`src/rtl/capture_ctrl_pkg.sv`:
```
// Shared types and helpers for the capture sequencer.
package capture_pkg;

  typedef enum logic [1:0] {
    IDLE = 2'd0,
    PRE  = 2'd1,
    POST = 2'd2,
    DONE = 2'd3
  } cap_state_t;

  function automatic int unsigned depth_of(input int unsigned addr_w);
    return 32'd1 << addr_w;
  endfunction

endpackage

```
`src/rtl/capture_ctrl_if.sv`:
```
// Signal bundle between the capture sequencer and its neighbours
// (command processor, decimator, trigger logic, sample RAM).
interface capture_ctrl_if #(
  parameter int unsigned ADDR_W = 9
);
  logic              run;
  logic              smpl_en;
  logic [ADDR_W-1:0] trig_pos;
  logic              triggered;
  logic              capture_done_clr;
  logic              we;
  logic [ADDR_W-1:0] waddr;
  logic              armed;
  logic              set_capture_done;
  logic              capture_done;
  logic [ADDR_W-1:0] trig_addr;

  modport master (
    input  run, smpl_en, trig_pos, triggered, capture_done_clr,
    output we, waddr, armed, set_capture_done, capture_done, trig_addr
  );

  modport slave (
    output run, smpl_en, trig_pos, triggered, capture_done_clr,
    input  we, waddr, armed, set_capture_done, capture_done, trig_addr
  );
endinterface

```
`src/rtl/capture_ctrl_addr_cnt.sv`:
```
// Circular RAM write-address counter; wraps naturally at 2**ADDR_W.
module cap_addr_cnt #(
  parameter int unsigned ADDR_W = 9
) (
  input  logic              clk,
  input  logic              rst_n,
  input  logic              inc,
  output logic [ADDR_W-1:0] count
);

  always_ff @(posedge clk) begin
    if (!rst_n) begin
      count <= '0;
    end else if (inc) begin
      count <= count + ADDR_W'(1);
    end
  end

endmodule

```
`src/rtl/capture_ctrl.sv`:
```
// Capture sequencer: pre-trigger fill, arm, post-trigger fill, done flag.
// Define CAPTURE_AUTO_REARM_EN to let a done-clear with run high re-enter PRE directly.
module capture_ctrl #(
  parameter int unsigned ADDR_W = 9
) (
  input  logic           clk,
  input  logic           rst_n,
  capture_ctrl_if.master bus
);
  import capture_pkg::*;

  localparam int unsigned DEPTH = depth_of(ADDR_W);
  localparam int unsigned CNT_W = ADDR_W + 1;

  cap_state_t        state_q, state_d;
  logic [CNT_W-1:0]  pre_cnt_q, pre_cnt_d;
  logic [CNT_W-1:0]  post_cnt_q, post_cnt_d;
  logic              armed_q, armed_d;
  logic              done_q, done_d;
  logic              scd_q, scd_d;
  logic [ADDR_W-1:0] tp_q, tp_d;
  logic [ADDR_W-1:0] trig_addr_q, trig_addr_d;

  logic              we;
  logic [ADDR_W-1:0] waddr;
  logic [CNT_W-1:0]  pre_sat;
  logic [CNT_W-1:0]  post_tgt;
  logic [ADDR_W-1:0] next_addr;

  assign we        = bus.smpl_en && (state_q == PRE || state_q == POST);
  assign pre_sat   = (pre_cnt_q == CNT_W'(DEPTH)) ? pre_cnt_q : pre_cnt_q + CNT_W'(we);
  assign post_tgt  = CNT_W'(DEPTH) - CNT_W'(tp_q);
  assign next_addr = waddr + ADDR_W'(we);

  cap_addr_cnt #(.ADDR_W(ADDR_W)) u_addr (
    .clk   (clk),
    .rst_n (rst_n),
    .inc   (we),
    .count (waddr)
  );

  always_ff @(posedge clk) begin
    if (!rst_n) begin
      state_q     <= IDLE;
      pre_cnt_q   <= '0;
      post_cnt_q  <= '0;
      armed_q     <= 1'b0;
      done_q      <= 1'b0;
      scd_q       <= 1'b0;
      tp_q        <= '0;
      trig_addr_q <= '0;
    end else begin
      state_q     <= state_d;
      pre_cnt_q   <= pre_cnt_d;
      post_cnt_q  <= post_cnt_d;
      armed_q     <= armed_d;
      done_q      <= done_d;
      scd_q       <= scd_d;
      tp_q        <= tp_d;
      trig_addr_q <= trig_addr_d;
    end
  end

  // Next-state and registered-output logic; run low aborts PRE/POST.
  always_comb begin
    state_d     = state_q;
    pre_cnt_d   = pre_cnt_q;
    post_cnt_d  = post_cnt_q;
    armed_d     = armed_q;
    done_d      = done_q;
    scd_d       = 1'b0;
    tp_d        = tp_q;
    trig_addr_d = trig_addr_q;

    unique case (state_q)
      IDLE: begin
        pre_cnt_d = '0;
        armed_d   = 1'b0;
        if (bus.run && !done_q) begin
          state_d = PRE;
          tp_d    = bus.trig_pos;
        end
      end

      PRE: begin
        if (!bus.run) begin
          state_d = IDLE;
          armed_d = 1'b0;
        end else begin
          pre_cnt_d = pre_sat;
          if (bus.triggered && armed_q) begin
            state_d     = POST;
            trig_addr_d = next_addr;
            post_cnt_d  = '0;
          end else if (pre_sat >= CNT_W'(tp_q)) begin
            armed_d = 1'b1;
          end
        end
      end

      POST: begin
        if (!bus.run) begin
          state_d = IDLE;
          armed_d = 1'b0;
        end else if (we) begin
          if (post_cnt_q + CNT_W'(1) == post_tgt) begin
            state_d = DONE;
            scd_d   = 1'b1;
            done_d  = 1'b1;
            armed_d = 1'b0;
          end else begin
            post_cnt_d = post_cnt_q + CNT_W'(1);
          end
        end
      end

      DONE: begin
        if (bus.capture_done_clr) begin
          done_d  = 1'b0;
`ifdef CAPTURE_AUTO_REARM_EN
          if (bus.run) begin
            state_d   = PRE;
            pre_cnt_d = '0;
            tp_d      = bus.trig_pos;
          end else begin
            state_d = IDLE;
          end
`else
          state_d = IDLE;
`endif
        end
      end

      default: state_d = IDLE;
    endcase
  end

  assign bus.we               = we;
  assign bus.waddr            = waddr;
  assign bus.armed            = armed_q;
  assign bus.set_capture_done = scd_q;
  assign bus.capture_done     = done_q;
  assign bus.trig_addr        = trig_addr_q;

endmodule

```
`src/flat_wrapper.sv`:
```
// flat-port wrapper written by rule: the top's interface ports become plain ports
module capture_ctrl_flat import capture_pkg::*;
#(
  parameter int unsigned ADDR_W = 9
)
  (clk, rst_n, bus_run, bus_smpl_en, bus_trig_pos, bus_triggered, bus_capture_done_clr, bus_we, bus_waddr, bus_armed, bus_set_capture_done, bus_capture_done, bus_trig_addr);
  capture_ctrl_if #(.ADDR_W(ADDR_W)) bus_i ();
  input  logic clk;
  input  logic rst_n;
  input wire logic [$bits(bus_i.run)-1:0] bus_run;
  input wire logic [$bits(bus_i.smpl_en)-1:0] bus_smpl_en;
  input wire logic [$bits(bus_i.trig_pos)-1:0] bus_trig_pos;
  input wire logic [$bits(bus_i.triggered)-1:0] bus_triggered;
  input wire logic [$bits(bus_i.capture_done_clr)-1:0] bus_capture_done_clr;
  output wire logic [$bits(bus_i.we)-1:0] bus_we;
  output wire logic [$bits(bus_i.waddr)-1:0] bus_waddr;
  output wire logic [$bits(bus_i.armed)-1:0] bus_armed;
  output wire logic [$bits(bus_i.set_capture_done)-1:0] bus_set_capture_done;
  output wire logic [$bits(bus_i.capture_done)-1:0] bus_capture_done;
  output wire logic [$bits(bus_i.trig_addr)-1:0] bus_trig_addr;
  assign bus_i.run = bus_run;
  assign bus_i.smpl_en = bus_smpl_en;
  assign bus_i.trig_pos = bus_trig_pos;
  assign bus_i.triggered = bus_triggered;
  assign bus_i.capture_done_clr = bus_capture_done_clr;
  assign bus_we = bus_i.we;
  assign bus_waddr = bus_i.waddr;
  assign bus_armed = bus_i.armed;
  assign bus_set_capture_done = bus_i.set_capture_done;
  assign bus_capture_done = bus_i.capture_done;
  assign bus_trig_addr = bus_i.trig_addr;
  capture_ctrl #(.ADDR_W(ADDR_W)) u_core (.clk(clk), .rst_n(rst_n), .bus(bus_i));
endmodule
```
`config.mk`:
```
export PLATFORM = sky130hd
export DESIGN_NAME = capture_ctrl_flat
export DESIGN_NICKNAME = d
export VERILOG_FILES = /design/src/rtl/capture_ctrl_pkg.sv /design/src/rtl/capture_ctrl_if.sv /design/src/rtl/capture_ctrl_addr_cnt.sv /design/src/rtl/capture_ctrl.sv /design/src/flat_wrapper.sv
export SDC_FILE = /design/constraint.sdc
export NUM_CORES = 1
export LEC_CHECK = 0
export CORE_MARGIN = 1.5
export CORE_UTILIZATION = 61
export CTS_CLUSTER_DIAMETER = 50
export DETAILED_ROUTE_END_ITERATION = 10
export PLACE_DENSITY = 0.9
export SYNTH_ARGS = -nofsm -noshare
export SYNTH_HDL_FRONTEND = slang
export SYNTH_SLANG_ARGS = --single-unit
```
`constraint.sdc`:
```
create_clock -name clk -period 6.1 [get_ports clk]
set_input_delay 1.22 -clock clk [delete_from_list [all_inputs] [get_ports clk]]
set_output_delay 1.22 -clock clk [all_outputs]
set_load 0.005 [all_outputs]
```
## Word-level counts from Yosys, hierarchy flattened

Index checks and enable logic that the tools add are counted.

- Register bits: 52
- Memory bits (read-only): 0
- Memories kept: 0
- Latch bits: 0
- Memory bits (writable): 0
- Word-level logic and storage cells: 81
- Input port bits: 15
- Output and inout port bits: 22

- Bitwise gates (word level): 0
- Reduce and logical (&&, ||, !) cells: 18
- Eq/ne operators: 18
- $mul: 0
- $add $sub $neg: 5
- Muxes and demuxes: 30
- Shift-type cells: 0
- Div/mod/pow operators: 0
- Magnitude comparators: 1

Operators with widths:

| operator | count |
|---|---|
| 10-bit 2-to-1 mux | 7 |
| 10-bit one-hot mux with 2 select lines | 2 |
| 5-bit AND reduction | 3 |
| 2-bit 2-to-1 mux | 7 |
| 2-bit inequality test (second input constant) | 6 |
| 3-bit inequality test (second input constant) | 4 |
| 1-bit 2-to-1 mux | 11 |
| 10-bit by 1-bit adder with 10-bit output | 1 |
| 10-bit by 1-bit adder with 10-bit output (second input constant) | 1 |
| 10-bit equality test | 1 |
| 10-bit equality test (second input constant) | 1 |
| 10-bit by 9-bit greater-or-equal comparator with 1-bit output | 1 |
| 10-bit by 9-bit subtractor with 10-bit output (first input constant) | 1 |
| 9-bit by 1-bit adder with 9-bit output | 1 |
| 9-bit by 1-bit adder with 9-bit output (second input constant) | 1 |
| 2-bit one-hot mux with 4 select lines | 1 |
| 6-bit AND reduction | 1 |
| 2-bit nonzero test | 3 |
| 2-bit equality test (second input constant) | 2 |
| 2-bit by 1-bit inequality test with 1-bit output (second input constant) | 2 |
| 2-bit AND reduction | 2 |
| 4-bit AND reduction | 1 |
| 1-bit logical AND | 3 |
| 3-bit by 2-bit inequality test with 1-bit output (second input constant) | 1 |
| 8 further kinds | 8 |

## Logic depth before layout (Yosys ltp)

Gate-level depths: netlist of the first run.

- Word-level depth: 10
- Gate-level depth with buffers: 15
- Gate-level depth less buffers: 15

## By module

From an unflattened synthesis of the first run, not the netlist that was laid out.

- Cells, all modules: 375
- Area total of the unflattened synthesis: 3303.2 µm²

Modules (own cells, without submodules):

| module | area each (µm²) | seq. area each (µm²) | instances | cells an instance |
|---|---|---|---|---|
| capture_ctrl | 2896.5 | 860.8 | 1 | 334 |
| cap_addr_cnt | 406.6 | 180.2 | 1 | 41 |

## Worst setup path after synthesis of the first run

No wires, ideal clock.

- Path kind: in2reg
- Start: input bus_smpl_en
- End: register u_core.armed_q, in the netlist u_core.bus.armed
- Required time: 6.028 ns
- Buffers on the path: 0
- Stages on the path: 13
- Data arrival time: 3.267 ns
- Setup slack: 2.762 ns
- Library setup time: 0.072 ns
- Cells stage by stage: nand2_1 > inv_1 > ha_1 > ha_1 > nand3_1 > xnor2_1 > ha_1 > a21o_1 > a211oi_1 > o21a_1 > o211ai_1 > o2111ai_1 > mux2i_1

- Longest elaborated chain between the ends: 6
- Elaborated cells on any way between the ends: 7
- Classes of those cells: add/sub (1); order compare (1); eq/ne (2); mux (1); reduce/logical (2)

Ends and longest elaborated chain:

| element | line | source |
|---|---|---|
| from (decl) | flat_wrapper.sv:11 | `input wire logic [$bits(bus_i.smpl_en)-1:0] bus_smpl_en;` |
| 1-bit logical AND * | capture_ctrl.sv:30 | `assign we = bus.smpl_en && (state_q == PRE \|\| state_q == POST);` |
| via bus_we | flat_wrapper.sv:15 | `output wire logic [$bits(bus_i.we)-1:0] bus_we;` |
| 10-bit by 1-bit adder with 10-bit output | capture_ctrl.sv:31 | `assign pre_sat = (pre_cnt_q == CNT_W'(DEPTH)) ? pre_cnt_q : pre_cnt_q + CNT_W'(we);` |
| 10-bit 2-to-1 mux | capture_ctrl.sv:31 |  |
| 10-bit by 9-bit greater-or-equal comparator with 1-bit output | capture_ctrl.sv:95 | `end else if (pre_sat >= CNT_W'(tp_q)) begin` |
| 3-bit inequality test (no line) | n/a |  |
| 5-bit AND reduction (no line) * | n/a |  |
| to (signal assigned) | capture_ctrl.sv:56 | `armed_q <= armed_d;` |
| to (decl) | capture_ctrl.sv:18 | `logic armed_q, armed_d;` |

Mark *: on every way through the listed nets, which the timed path passes. The rest lies on a longest branch.
A chain may end at the register's enable or synchronous reset.

## Worst setup path after layout of the first run

- Start: input bus_smpl_en
- End: output bus_we

- Longest elaborated chain between the ends: 1

Ends and longest elaborated chain:

| element | line |
|---|---|
| 1-bit logical AND | capture_ctrl.sv:30 |
| to (decl) | flat_wrapper.sv:15 |

Every way passes these cells.

==> results list, run 1 <==
- Run status: finished, final reports clean
- Number of max-slew violations in the final report: 0
* Average via count per standard cell: 5.906
- The number of clock buffers added by TritonCTS is 5.
* Nets in the synthesized netlist: 417
- In this run the power spent charging and discharging nets is 230.4 µW.
* Number of placement rows: 26
- Critical path class: in2out
- Crit path launch type: input port
* Share of total power consumed by net switching: 31.09%
* Total power divided by cell area: 199.1 nW/µm²
- Power share of the sequential group: 48.9%
- Drt wl/cell: 15.39 µm
- Post-synthesis register bit count: 52
* Path class of the lowest-slack min-delay path: reg2reg
* Total of hold buffers inserted after clock tree synthesis: 0
- Clock tree synthesis selected as its root buffer the cell sky130_fd_sc_hd__clkbuf_8.
- Share of post-route cells with drive strength above 1: 4.645%
- The die covers 5769 µm².
* Maximum resistive drop on vdd: 0.0001705 V
* Most congested layer reported by global routing: met2
* Primary flip-flop cell chosen by synthesis mapping: sky130_fd_sc_hd__dfxtp_1
* Setup violators final: 0
* Maximum count of clock buffers along a single path: 2
- Hold WS: 0.4961 ns
* Comb pwr share: 21.7%
- Fill cell total of the finished layout: 390
* Area growth syn-to-layout: 14.61%
- CTS tree: yes
* Slowest CP cell: sky130_fd_sc_hd__clkdlybuf4s50_1
* Post-synthesis cell count: 382
- Summed over its instances, the top area cell type makes up 32.06% of the synthesized netlist area.
- Post-CTS setup-driven buffer insertion count: 0
* Violation count after the first detailed-route iteration: 172
- For the finished layout, the period the worst path requires is 3.968 ns.
- Global routing used 32.28% of the available met1 tracks.
- The critical path goes through clkdlybuf4s50_1 > nand2_1 > inv_1 > clkdlybuf4s50_1.
* Die W: 75.96 µm
- Critical path data arrival time: 2.75 ns
- Counting flops with a built-in enable in the synthesized netlist gives 0.
- Share of synthesized registers carrying an async set or reset: 0%
- For the pin with the worst max-slew slack, the measured transition is 0.7844 ns.
- After clock tree synthesis, the clock-pin slew on the worst setup and hold paths is 0.10 ns.
- Yosys printed 0 warnings.
- The hold violation total from the final report is 0.
* Sequential area share after synthesis: 32.06%
- In this run the static leakage power is 1.378 nW.
* Insertion delay of the later-clocked pin in the worst-skew pair: 0.33 ns
- WP data required: 4.88 ns
- For this run, the top clock speed supported by timing is 0.2520 GHz.
- At the end of the flow the core is filled with cells to 72.86%.
- On the critical path the largest part of the delay comes from buffers and inverters.
- The via count of the first global-routing pass was 2638.
- The number of antenna violations at the first check in global routing came to 0.
* Unique masters post-synth: 51
* # DRC: 0
- Cell types with the largest area share after synthesis: sky130_fd_sc_hd__dfxtp_1, sky130_fd_sc_hd__ha_1, sky130_fd_sc_hd__xnor2_1
- The net count of the finished layout is 443.
- Summed over all failing endpoints, the final setup total negative slack is 0 ns.
* Worst Skew: 0.009675 ns
* GR Layer Usage met2: 44.32%
* Total clock sinks: 52
- Count of input and output buffers: 36
* Synthesized cell area: 3247 µm²
- Capturing element type of the critical path: output pin
* Non-filler cells, final: 479
- Dividing the final minimum period by the clock period gives 65.06%.
- Across the whole layout, storage elements account for 1041 µm².
* Global placement routability congestion: 0.8841
- Slew HR: 47.71%
- Resize count post-CTS: 0
- In this design, the critical path's most frequently occurring cell is sky130_fd_sc_hd__clkdlybuf4s50_1.
* Global-route wire length before repair: 12.19 mm
* Delay of the slowest cell on the worst path: 0.58 ns
- Area of the multi-input gates: 2054 µm²
- Mean instance size in the synthesized netlist: 8.500 µm²
* Highest fanout seen on the critical path: 8
- The design draws 740.8 µW.
- Post-detailed-routing wire length: 7.371 mm
- HPWL Detailed: 5.290 mm
* Die H: 75.96 µm
- Pre-antenna DRT Iters: 5
- Entering global routing, the biggest net connects 47 pins.
- Part of the power in the clock network: 29.3%
* Remaining antenna violation count: 0
- In this run the number of H-tree levels came out at 2.
- After detailed placement, the design holds a cell count of 471.
* Count of vias placed by the detailed router: 2829
- Core area: 5107 µm²
* Int Power: 510.5 µW
* Grt total ovfl: 0
* Count of buffering cells on the critical path with inverters included: 3
* Cell taking the most area after synthesis: sky130_fd_sc_hd__dfxtp_1
- Ant diodes: 0
- Global routing consumed, on the met3 layer, 6.145% of the routing resources.
- Unrepaired setup endpoints after global routing: false
- Boundary pin count: 37
- Max-cap violations in this run came to 0.
* All-layer global routing usage: 26.10%
- Effective utilization at floorplan: 63.57%
-- layout by cell type, fill, tap and decap left out, types with 16 or more instances in the layout --
cell / n
sky130_fd_sc_hd__inv_1: 17
sky130_fd_sc_hd__dfxtp_1: 52
sky130_fd_sc_hd__ha_1: 20
sky130_fd_sc_hd__a21oi_1: 16
sky130_fd_sc_hd__clkdlybuf4s50_1: 36
sky130_fd_sc_hd__nand2_1: 35
sky130_fd_sc_hd__xnor2_1: 17
sky130_fd_sc_hd__nor2_1: 38
sky130_fd_sc_hd__nand3_1: 18
-- synthesized netlist by cell type, types with 2 or more instances --
cell type and number:
sky130_fd_sc_hd__xnor2_1 17, sky130_fd_sc_hd__a31oi_1 7, sky130_fd_sc_hd__inv_1 17, sky130_fd_sc_hd__o22ai_1 3, sky130_fd_sc_hd__nor2_1 38, sky130_fd_sc_hd__xor2_1 14
sky130_fd_sc_hd__ha_1 20, sky130_fd_sc_hd__nand4_1 5, sky130_fd_sc_hd__o21a_1 3, sky130_fd_sc_hd__nor3_1 6, sky130_fd_sc_hd__mux2i_1 14, sky130_fd_sc_hd__o21ai_0 11
sky130_fd_sc_hd__nand2_1 35, sky130_fd_sc_hd__a2bb2oi_1 2, sky130_fd_sc_hd__or3_1 7, sky130_fd_sc_hd__buf_6 2, sky130_fd_sc_hd__a21oi_1 16, sky130_fd_sc_hd__dfxtp_1 52
sky130_fd_sc_hd__a21o_1 4, sky130_fd_sc_hd__nor4_1 7, sky130_fd_sc_hd__clkbuf_1 15, sky130_fd_sc_hd__o211ai_1 10, sky130_fd_sc_hd__and2_1 2, sky130_fd_sc_hd__a22oi_1 4
sky130_fd_sc_hd__and3_1 7, sky130_fd_sc_hd__a211oi_1 10, sky130_fd_sc_hd__or2_2 2, sky130_fd_sc_hd__nand3_1 18, sky130_fd_sc_hd__xnor3_1 4, sky130_fd_sc_hd__or4_1 9
-- routing by layer --
| metal | up-vias | part of all wire [%] |
|---|---|---|
| met5 | - | 0 |
| met4 | 0 | 2.2 |
| met3 | 17 | 4.2 |
| met2 | 67 | 49 |
| met1 | 1324 | 45 |
| li1 | 1421 | - |
-- kinds of logic (layout without fill, tap and decap cells) --
| group | after synthesis | in the layout | share of synthesized area, % |
|---|---|---|---|
| DFF | 52 | 52 | 32.06 |
| adders and majority gates | 20 | 20 | 7.707 |
| AOI/OAI and AO/OA | 76 | 76 | 15.95 |
| muxes | 14 | 14 | 4.316 |
| and+or+nand+nor | 149 | 149 | 24.16 |
| xor gates and xnor gates | 35 | 35 | 11.14 |
| buffers and inverters | 36 | 63 | 4.662 |
-- cell type report --
cell class	instances	area share, %
inverters	18	1.816
well taps	70	2.354
multi-input cells	294	55.21
repair buffers	37	9.886
clock buffers	5	1.849
flip-flops and latches	52	27.98
clock inverters	3	0.9079
-- flip-flops by register name (all words and copies together) (netlist names) --
name,flops
u_core.bus.armed,1
u_core.bus.capture_done,1
u_core.bus.set_capture_done,1
u_core.bus.trig_addr,9
u_core.post_cnt_q,10
u_core.pre_cnt_q,10
u_core.state_q,2
u_core.tp_q,9
u_core.u_addr.count,9
-- worst paths after layout --
check                          from                to  slack [ns]  cells after the start
setup / recovery        bus_smpl_en            bus_we        2.13                      4
hold reg to reg    u_core.bus.armed  u_core.bus.armed        0.50                      2
setup reg to reg  u_core.state_q[0]  u_core.bus.armed        2.93                     15
hold / removal     u_core.bus.armed  u_core.bus.armed        0.50                      2
-- metrics by stage --
step,instance area (µm²),worst slack [ns]
final,3721,2.132
after global routing,3721,1.927
after CTS,3721,2.140
after detailed placement,3618,1.830
after global placement,3618,1.962
after floorplan,3247,2.762
-- power groups by stage --
stage / logic [mW] / registers (mW) / clock network, mW
2_1_floorplan: 0.123 / 0.366 / 0
3_3_place_gp: 0.154 / 0.369 / 0
5_1_grt: 0.177 / 0.364 / 0.234
4_1_cts: 0.160 / 0.362 / 0.221
6_report: 0.161 / 0.363 / 0.217
3_5_place_dp: 0.157 / 0.370 / 0
-- tightest hold or removal path, delay by kind of cell (launching register included) --
kind,cells,cell delay [ns]
AND/OR/NAND/NOR,1,0.06
multiplexers,1,0.06
flip-flops,1,0.34
No activity file was read; power rests on OpenSTA's default activity.
==> run 2, diff against run 1 <==
--- a/config.mk
+++ b/config.mk
@@ -6,10 +6,10 @@
 export NUM_CORES = 1
 export LEC_CHECK = 0
 export CORE_MARGIN = 1.5
-export CORE_UTILIZATION = 61
+export CORE_UTILIZATION = 57
 export CTS_CLUSTER_DIAMETER = 50
 export DETAILED_ROUTE_END_ITERATION = 10
-export PLACE_DENSITY = 0.9
+export PLACE_DENSITY = 0.85
 export SYNTH_ARGS = -nofsm -noshare
 export SYNTH_HDL_FRONTEND = slang
 export SYNTH_SLANG_ARGS = --single-unit
==> constraint.sdc (replaced) <==
create_clock -name clk -period 3.75 [get_ports clk]
set_input_delay 0.75 -clock clk [delete_from_list [all_inputs] [get_ports clk]]
set_output_delay 0.75 -clock clk [all_outputs]
set_load 0.005 [all_outputs]
==> run 2 against run 1 <==
Against the previous run:
- sequential share of layout area decreased by 0.25 points
- die area increased by 6.7%
- utilization decreased by 4.7 points
- non-clock buffer count increased by 3
- critical path type is now in2reg
==> results list, run 2 (synthesis results as in run 1) <==
* Run status: finished, final reports clean
- Insertion delay of the later-clocked pin in the worst-skew pair: 0.31 ns
- Post-CTS setup-driven buffer insertion count: 0
- Critical path class: in2reg
- For met1 alone, demand over resource in global routing was 30.87%.
* Comb pwr share: 21.1%
- After detailed routing, the total wire length is 7.429 mm.
- Pre-antenna DRT Iters: 4
- Die footprint: 6158 µm²
- Total Negative Setup Slacks: 0 ns
- Relative to the synthesized area, the layout overhead comes to 15.65%.
- The worst setup path is launched from an input port.
- Path class of the lowest-slack min-delay path: reg2reg
* Drt wl/cell: 15.35 µm
- The library cells used most frequently in the layout, excluding fill and tap cells, are sky130_fd_sc_hd__dfxtp_1, sky130_fd_sc_hd__nor2_1, sky130_fd_sc_hd__clkdlybuf4s50_1, sky130_fd_sc_hd__nand2_1, sky130_fd_sc_hd__ha_1.
* Fill cell total of the finished layout: 463
- The die is 78.48 µm tall.
* Cells traversed along the worst timing path: clkdlybuf4s50_1 > nand2_1 > inv_1 > ha_1 > ha_1 > nand3_1 > xnor2_1 > ha_1 > a21o_1 > a211oi_1 > o21a_1 > o211ai_1 > o2111ai_1 > mux2i_1
* Switching power: 364.6 µW
- Worst Skew: 0.01150 ns
* WP data required: 4.00 ns
- Max-cap violations: 0
- In this run the most used layer during global routing was met2.
- Worst path most repeated cell: sky130_fd_sc_hd__ha_1
* Final hold vios: 0
- Sequential cells account for 46.8% of the total power.
* Die W: 78.48 µm
- The internal power of the cells totals 895.7 µW.
- Effective utilization at floorplan: 58.96%
- Remaining antenna violation count: 0
* Critical path data arrival time: 3.59 ns
- Maximum resistive drop on vdd: 0.0002390 V
- Clock tree synthesis inserted a total of 5 buffers.
* Sum of internal, switching and leakage power: 1.260 mW
* Total clock sinks: 52
- Once detailed placement completed, the half-perimeter wirelength came to 5.521 mm.
* Time the worst path needs with I/O delays and setup: 3.342 ns
- In this run switching power makes up 28.93% of total power.
* Core area: 5507 µm²
- Grt total ovfl: 0
- The clock network is responsible for 32.1% of the overall power.
- At the pin with the least slew margin, the transition time is 0.8171 ns.
- Setup violations remaining at the end of the flow were counted as 0.
- For this design, the slowest cell found on the critical path is sky130_fd_sc_hd__clkdlybuf4s50_1.
* Total of hold buffers inserted after clock tree synthesis: 0
- The number of antenna diodes in the final layout is 0.
- Global placement routability congestion: 0.8812
- For this block, the initial DRC count from the detailed router was 187.
- CTS tree: yes
- Vias in the first global route: 2711
* Share of the cycle needed by the critical path after routing: 89.12%
- Count of vias placed by the detailed router: 2908
* # DRC: 0
- Leading cell type in the layout, fill and taps excluded: sky130_fd_sc_hd__dfxtp_1
- At the end of the flow, the number of nets in the layout was 446.
- In this run the power density over the cells is 335.6 nW/µm².
* Antenna violations before repair: 0
* Leading registers by flop count: u_core.post_cnt_q (10), u_core.pre_cnt_q (10)
* Slew HR: 44.95%
- On the critical path the largest part of the delay comes from compound AO/OA/AOI/OAI gates.
- OpenSTA, run right after detailed placement, puts the worst setup slack at 0.1151 ns.
* Average via count per standard cell: 6.008
* Number of placement rows: 27
* Worst Setup Slack, final: 0.4082 ns
- The critical path contains buffers and inverters numbering 2 combined.
* Maximum count of clock buffers along a single path: 2
- FMAX: 0.2992 GHz
- The analysis attributes to cell leakage a power of 1.398 nW.
* Met3 demand-to-capacity share in global routing: 4.070%
- The first global-routing pass estimated 12.42 mm of wire.
* Boundary pin count: 37
* Capturing element type of the critical path: register
- Entering global routing, the biggest net connects 26 pins.
* H-tree Lvls: 2
- After the flow finishes, the layout carries non-filler instances totaling 484.
* All-layer global routing usage: 25.34%
- Root buf cell: sky130_fd_sc_hd__clkbuf_8
- GR Layer Usage met2: 44.52%
- The final-report max-slew violation count is 0.
- Delay of the slowest cell on the worst path: 0.59 ns
- Gates resized during post-CTS repair numbered 0.
- The setup check on the worst reg-to-reg path leaves a slack of 0.52 ns.
* Highest fanout seen on the critical path: 4
- Share of post-route cells with drive strength above 1: 5.097%
- Total instance count after detailed placement: 476
- After clock tree synthesis, the clock-pin slew on the worst setup and hold paths is 0.10 ns.
* Unrepaired setup endpoints after global routing: false
- The count of buffers added on input and output ports is 36.
==> run 2: path summary, 6_finish.rpt <==
path	from	end	depth (start not counted)
min reg2reg	u_core.bus.armed	u_core.bus.armed	2
min	u_core.bus.armed	u_core.bus.armed	2
max reg2reg	u_core.tp_q[0]	u_core.post_cnt_q[1]	9
max	bus_smpl_en	u_core.bus.armed	14
==> run 2: worst min-delay path, stage by stage (launching register included) <==
cell and delay [ns]:
sky130_fd_sc_hd__dfxtp_1 0.34, sky130_fd_sc_hd__nand2_1 0.06, sky130_fd_sc_hd__mux2i_1 0.06
==> run 2: area by class of cell <==
type                            instances  area (µm²)  share of cell area [%]
Clock buffer                            6       72.57                   1.933
Clock inverter                          2       38.79                   1.033
Inverter                               18       67.56                   1.799
Multi-Input combinational cell        294        2054                   54.72
Sequential cell                        52        1041                   27.72
Tap cell                               72       90.09                   2.399
Timing Repair Buffer                   40       390.4                   10.40
==> run 2: power groups by stage <==
| stage | registers (mW) | clock network (mW) | logic (mW) |
|---|---|---|---|
| 2_1_floorplan | 0.595 | 0 | 0.200 |
| 3_3_place_gp | 0.601 | 0 | 0.255 |
| 3_5_place_dp | 0.602 | 0 | 0.262 |
| 4_1_cts | 0.589 | 0.406 | 0.263 |
| 5_1_grt | 0.593 | 0.437 | 0.291 |
| 6_report | 0.590 | 0.405 | 0.266 |
==> run 2: stage by stage <==
| step | hold WS (ns) | utilization, % | area (µm²) |
|---|---|---|---|
| floorplan | 0.4533 | - | 3247 |
| global placement | 0.4684 | 66.17 | 3643 |
| detailed placement | 0.4847 | 66.17 | 3643 |
| CTS | 0.4966 | 68.19 | 3755 |
| global route | 0.5144 | 68.19 | 3755 |
| finish | 0.4978 | 68.19 | 3755 |
==> run 2: layer usage <==
metal / part of all wire [%] / vias to the layer above / wire length (µm)
li1: - / 1432 / -
met2: 49 / 71 / 3621
met1: 45 / 1390 / 3320
met5: 0 / - / 0
met4: 2.2 / 0 / 160
met3: 4.4 / 15 / 327
